## config.mk

```make
export PLATFORM = sky130hd
export DESIGN_NAME = fpu_sched
export DESIGN_NICKNAME = d
export VERILOG_FILES = /design/src/rtl/fpu_sched.sv
export SDC_FILE = /design/constraint.sdc
export NUM_CORES = 1
export LEC_CHECK = 0
export CAP_MARGIN = 5
export CORE_ASPECT_RATIO = 2
export CORE_MARGIN = 1
export CORE_UTILIZATION = 39
export CTS_CLUSTER_SIZE = 40
export DETAILED_ROUTE_END_ITERATION = 10
export PLACE_DENSITY = 0.94
export SLEW_MARGIN = 20
export SYNTH_ARGS = -nofsm -noshare
export SYNTH_HDL_FRONTEND = slang
export SYNTH_SLANG_ARGS = --single-unit
```

## constraint.sdc

```tcl
create_clock -name clk -period 1.81 [get_ports clk]
set_clock_uncertainty 0.1 [all_clocks]
set_input_delay 0.2715 -clock clk [delete_from_list [all_inputs] [get_ports clk]]
set_output_delay 0.2715 -clock clk [all_outputs]
set_load 0.02 [all_outputs]
```

## src/rtl/fpu_sched.sv

```systemverilog
// fpu_sched: round-robin two-requester front end for a shared registered fpu; divide answered locally.
// Define FPU_SCHED_STATS_EN to build the per-requester issue counters.
module fpu_sched #(
  parameter int LATENCY = 1,
  parameter int CNT_W = 4
) (
  input  logic        clk,
  input  logic        rst_n,
  input  logic        req_valid0,
  output logic        req_ready0,
  input  logic [15:0] req_a0,
  input  logic [15:0] req_b0,
  input  logic [1:0]  req_op0,
  input  logic        req_valid1,
  output logic        req_ready1,
  input  logic [15:0] req_a1,
  input  logic [15:0] req_b1,
  input  logic [1:0]  req_op1,
  output logic        rsp_valid0,
  output logic        rsp_valid1,
  input  logic        rsp_ready0,
  input  logic        rsp_ready1,
  output logic [15:0] rsp_out,
  output logic [5:0]  rsp_flag,
  output logic [15:0] fpu_a,
  output logic [15:0] fpu_b,
  output logic [1:0]  fpu_opcode,
  input  logic [15:0] fpu_out,
  input  logic [5:0]  fpu_flag,
  output logic        busy,
  output logic [15:0] stat_issue0,
  output logic [15:0] stat_issue1
);
  localparam logic [1:0] IDLE = 2'd0, WAIT = 2'd1, RESP = 2'd2;
  logic [1:0] state_q, state_d;
  logic [CNT_W-1:0] cnt_q, cnt_d;
  logic ptr_q, ptr_d, gid_q, gid_d;
  logic [15:0] out_q, out_d, a_q, a_d, b_q, b_d;
  logic [5:0] flag_q, flag_d;
  logic [1:0] op_q, op_d;
  logic gnt, acc, div, hs;
  // the pointer only matters when both requesters compete
  assign gnt = (req_valid0 && req_valid1) ? ptr_q : req_valid1;
  assign acc = rst_n && state_q == IDLE && (req_valid0 || req_valid1);
  assign div = (gnt ? req_op1 : req_op0) == 2'b11;
  assign hs = state_q == RESP && (gid_q ? rsp_ready1 : rsp_ready0);
  assign req_ready0 = acc && !gnt;
  assign req_ready1 = acc && gnt;
  assign rsp_valid0 = state_q == RESP && !gid_q;
  assign rsp_valid1 = state_q == RESP && gid_q;
  assign rsp_out = out_q;
  assign rsp_flag = flag_q;
  assign fpu_a = a_q;
  assign fpu_b = b_q;
  assign fpu_opcode = op_q;
  assign busy = state_q != IDLE;
  always_comb begin
    state_d = state_q;
    cnt_d = cnt_q;
    ptr_d = ptr_q;
    gid_d = gid_q;
    out_d = out_q;
    flag_d = flag_q;
    a_d = a_q;
    b_d = b_q;
    op_d = op_q;
    if (acc) begin
      gid_d = gnt;
      cnt_d = CNT_W'(LATENCY);
      state_d = div ? RESP : WAIT;
      out_d = div ? 16'h7E00 : out_q;
      flag_d = div ? 6'b010000 : flag_q;
      a_d = div ? a_q : (gnt ? req_a1 : req_a0);
      b_d = div ? b_q : (gnt ? req_b1 : req_b0);
      op_d = div ? op_q : (gnt ? req_op1 : req_op0);
    end
    if (state_q == WAIT) begin
      cnt_d = cnt_q - CNT_W'(1);
      if (cnt_q == '0) begin
        state_d = RESP;
        out_d = fpu_out;
        flag_d = fpu_flag;
      end
    end
    if (hs) begin
      state_d = IDLE;
      ptr_d = !gid_q;
    end
  end
  always_ff @(posedge clk) begin
    if (!rst_n) begin
      state_q <= IDLE;
      cnt_q <= '0;
      ptr_q <= 1'b0;
      gid_q <= 1'b0;
      out_q <= '0;
      flag_q <= '0;
      a_q <= '0;
      b_q <= '0;
      op_q <= '0;
    end else begin
      state_q <= state_d;
      cnt_q <= cnt_d;
      ptr_q <= ptr_d;
      gid_q <= gid_d;
      out_q <= out_d;
      flag_q <= flag_d;
      a_q <= a_d;
      b_q <= b_d;
      op_q <= op_d;
    end
  end
`ifdef FPU_SCHED_STATS_EN
  logic [15:0] st0_q, st1_q;
  always_ff @(posedge clk) begin
    if (!rst_n) begin
      st0_q <= '0;
      st1_q <= '0;
    end else begin
      if (req_ready0 && st0_q != 16'hFFFF) st0_q <= st0_q + 16'd1;
      if (req_ready1 && st1_q != 16'hFFFF) st1_q <= st1_q + 16'd1;
    end
  end
  assign stat_issue0 = st0_q;
  assign stat_issue1 = st1_q;
`else
  assign stat_issue0 = '0;
  assign stat_issue1 = '0;
`endif
endmodule

```

After elaboration in Yosys (flattened, before gate mapping) --
Index checks and enable logic that the tools add are counted. Widths: inputs -> output; s select.
Word-level totals: input bits 96, logic and storage cells 51, output and inout bits 93, register bits 64
Cells by class: equal/unequal tests 3, mux-type cells 19, bitwise logic cells 2, $add $sub $neg 1, reductions and logical operators 17
Operator list (count):
- $mux 16 | 6
- $mux 6 | 4
- $mux 2 | 5
- $logic_and 1x1->1 | 8
- $mux 4 | 2
- $eq 2x2->1 const B | 2
- $logic_not 4->1 | 1
- $reduce_bool 2->1 | 2
- $sub 4x1->4 const B | 1
- $eq 2x1->1 const B | 1
- $logic_not 1->1 | 2
- $logic_not 2->1 | 1
- $mux 1 | 2
- $not 1->1 | 2
- $reduce_and 2->1 | 1
- $reduce_or 2->1 | 1
- $logic_or 1x1->1 | 1

Depth between registers and ports, before layout --
depth after elaboration 8, gate-level depth with buffers 8, gate-level depth less buffers 5

Worst setup path before layout --
OpenSTA, ideal clock, no wires.
path type reg-to-output, start register ptr_q, end output port req_ready0, slack 97 ps, stages on the path, launching flop included 7, data arrival time 1342 ps, required time 1439 ps, path buffers 3, cells stage by stage dfxtp_1 > nand2b_1 > buf_2 > and2_1 > buf_2 > buf_2 > nor2_1
On the way: cells in the longest elaborated chain, start to end 3
Ends and longest elaborated chain:
- from (decl) | RTL line 37 | logic ptr_q, ptr_d, gid_q, gid_d;
- from (signal assigned) | RTL line 104 | ptr_q <= ptr_d;
- $mux 1 | RTL line 43 | assign gnt = (req_valid0 && req_valid1) ? ptr_q : req_valid1;
- $logic_not 1->1 | RTL line 47 | assign req_ready0 = acc && !gnt;
- $logic_and 1x1->1 | RTL line 47
- to (decl) | RTL line 10 | output logic req_ready0,
No other way between the ends.

Final worst setup path --
start input port req_valid0, end register b_q[12], in the netlist fpu_b[12]
On the way: cells in the longest elaborated chain, start to end 6, elaborated cells on any way between the ends 9, those cells by class 1 x eq/ne; 3 x mux; 1 x bitwise; 4 x reduce/logical
Ends and longest elaborated chain:
- from (decl) | RTL line 9 | input logic req_valid0,
- $logic_and 1x1->1 | RTL line 43
- $mux 1 | RTL line 43
- $mux 2 | RTL line 45 | assign div = (gnt ? req_op1 : req_op0) == 2'b11;
- $eq 2x2->1 | RTL line 45
- $not 1->1 (no line)
- $reduce_and 2->1 (no line)
- to (signal assigned) | RTL line 99 | b_q <= '0;
- to (signal assigned) | RTL line 109 | b_q <= b_d;
- to (decl) | RTL line 38 | logic [15:0] out_q, out_d, a_q, a_d, b_q, b_d;
Parallel ways exist; a longest one is shown, timed or not. A chain may end at the register's enable or synchronous reset.

==> impl_metrics.json <==
{
  "drtIter0Drc": 225,
  "syn_area_sq_um": 3330,
  "overflow": 0,
  "internal-power_uw": 3690,
  "yosysUniqueCellTypes": 36,
  "grt_first_pass_wirelength_um": 16400,
  "grt_pass1_vias": 3520,
  "dpl.hpwl_um": 7390,
  "ant_nets": 0,
  "coreArea_sq_um": 8290,
  "cts_tree": "done",
  "grt_max_degree": 65,
  "numPortBuffers": 156,
  "final_common_cell": "clkdlybuf4s50_1",
  "post_drt_wl_per_cell_um": 16.5,
  "clockBufferDepth": 2,
  "fin_nets": 644,
  "clk_latency_ns": 0.33,
  "gp_congestion": 0.805,
  "worst_pin_slew_ns": 0.593,
  "ir_drop_v": 0.000692,
  "async_reset_ff_share_pct": 0,
  "die_area_sq_um": 8920,
  "holdWs_ns": 0.283,
  "power.density_nw_per_um2": 983,
  "ys_seq_area_share_pct": 38.5,
  "rsz0062_at_grt": "yes",
  "rows": 47,
  "switching_share_pct": 31.4,
  "combPwrFrac_pct": 36.2,
  "synth-seq-cells": 64,
  "clock_power_share_pct": 31.6,
  "slew_headroom_pct": 60.5,
  "cts_root_buf": "clkbuf_16",
  "fin_crit_sh_pct": 99.5,
  "status": "completed",
  "cts_max_level": 3,
  "grt_antenna_before_repair": 0,
  "cp.required_ns": 1.92,
  "drc": 0,
  "p_sw_uw": 1690,
  "fmax_mhz": 555,
  "multi_input_area_sq_um": 1730,
  "hp-class": "primary input to register",
  "regArea_sq_um": 1280,
  "synthCells": 381,
  "postSynthAreaPerCell_sq_um": 8.73,
  "fin_tns_setup_ns": 0,
  "seq_power_share_pct": 32.2,
  "synth_edf_count": 0,
  "synthTopCellsByArea": "dfxtp_1 39%, o221a_1 11%, a211oi_1 7.4%",
  "ys_warn_count": 0,
  "wl_um": 10700,
  "die_y_um": 133,
  "drive_gt1_share_pct": 13.1,
  "fin_ws_ns": 0.00953,
  "ys.flop_type": "dfxtp_1",
  "final-hold-violation-count": 0,
  "numCtsBuffers": 9,
  "crit_path_end_kind": "register",
  "yosysTopAreaCellShare_pct": 38.5,
  "ios": 189,
  "worstSetupStartpointType": "primary input",
  "yosysTopAreaCell": "dfxtp_1",
  "setup_violations": 0,
  "dpl_cell_area_sq_um": 4900,
  "crit_type": "primary input to register",
  "cts_sinks": 64,
  "fillerInstances": 637,
  "via_per_inst": 5.44,
  "leakage_uw": 0.00211,
  "first_pass_iters": 4,
  "area_growth_pct": 64.5,
  "clkTransAtPathRegs_ns": 0.05,
  "cp.arrival_ns": 1.91,
  "period_needed_ns": 1.80,
  "track_usage_pct": 24.3,
  "via_count": 3532,
  "fin_area_sq_um": 5470,
  "maxCapViolations": 0,
  "final_max_slew_viol_count": 0,
  "initial_core_util_pct": 40.1,
  "layout_common_cells": "146 x clkdlybuf4s50_1, 61 x dfxtp_1, 45 x nor2_1",
  "crit_fanout": 8,
  "num_antenna_cells": 0,
  "dp_slack_ns": -0.555,
  "die-width_um": 67.3
}
[metrics by stage]
step / utilization [%] / power [uW] / std cells
2_1_floorplan: - / 2720 / 412
3_3_place_gp: 59.1 / 3420 / 620
3_5_place_dp: 59.1 / 3480 / 620
4_1_cts: 65.0 / 5330 / 645
5_1_grt: 66.0 / 5620 / 649
6_report: 66.0 / 5380 / 649
[worst paths after layout]
| path | to | slack (ns) | start | cells after the start |
|---|---|---|---|---|
| setup / recovery | fpu_b[12] | 0.01 | req_valid0 | 8 |
| hold / removal | fpu_opcode[0] | 0.28 | req_op0[1] | 3 |
| setup reg to reg | fpu_b[12] | 0.02 | ptr_q | 7 |
| hold reg to reg | cnt_q[3] | 0.38 | cnt_q[3] | 1 |
[metal layers]
layer | track usage [%] | up-vias | part of all wire [%] | routed length, um
met5 | 0 | - | 0 | 0
met4 | 11.7 | 0 | 4.1 | 439
met3 | 6.12 | 35 | 6.3 | 672
met2 | 44.6 | 181 | 54 | 5830
met1 | 23.7 | 1632 | 35 | 3770
li1 | - | 1684 | - | -
[layout make-up]
| class | count | share of cell area [%] |
|---|---|---|
| repair buffers | 196 | 37.0 |
| inverters | 4 | 0.274 |
| well taps | 98 | 2.24 |
| clock buffers | 10 | 4.19 |
| flip-flops and latches | 64 | 23.5 |
| multi-input cells | 271 | 31.6 |
| clock inverters | 6 | 1.26 |
[sequential cells by signal, summed over array words and instances (netlist names)]
signal	flops
gid_q	1
fpu_opcode	2
state_q	2
rsp_out	16
rsp_flag	6
fpu_a	16
ptr_q	1
cnt_q	4
fpu_b	16
[synthesized netlist by cell type (2+ instances only)]
master      n
inv_1       4
dfxtp_1    64
buf_6       6
a21oi_1    44
nand3_1    17
buf_4      33
a31oi_1     2
nand2_1     4
ha_1        2
and2_1      6
buf_2       9
clkbuf_1   25
nor2b_1     2
and3b_1     2
a211oi_1   33
and3_1      3
o2bb2ai_1  16
o221a_1    32
nand2b_1    3
o21a_1      3
o21ai_0     6
o31ai_1     2
o21ai_1     4
nor2_1     47
[power groups by stage]
| stage | Combinational, uW | Clock (uW) | Sequential [uW] |
|---|---|---|---|
| finish | 1950 | 1700 | 1730 |
| global route | 2080 | 1790 | 1750 |
| CTS | 1890 | 1720 | 1730 |
| detailed placement | 1730 | 0 | 1750 |
| global placement | 1680 | 0 | 1740 |
| floorplan | 784 | 0 | 1940 |
[critical path, stage by stage]
cell and delay [ns]:
dlygate4sd2_1 0.28, buf_4 0.16, o211ai_4 0.23, buf_12 0.15, and3b_2 0.26, buf_12 0.15
buf_16 0.13, o221a_1 0.27
[kinds of logic after synthesis]
family	Yosys count	synth area share (%)
AO/OA/AOI/OAI	148	33.8
AND/OR/NAND/NOR	88	12.4
buffers and inverters	77	14.1
flip-flops	64	38.5
adder cells (fa/ha/maj)	2	0.752
multiplexers	1	0.301
other	1	0.113
[repair_timing]
| item | in CTS | in global routing |
|---|---|---|
| buffers inserted | 6 | 4 |
| gates cloned | 3 | 1 |
| resized for setup | 28 | 18 |
| endpoints found under the setup margin | 61 | 52 |
| hold buffers | 0 | 0 |
| pin swaps | 2 | 3 |
Note: power is estimated with default switching activity, not from simulation.
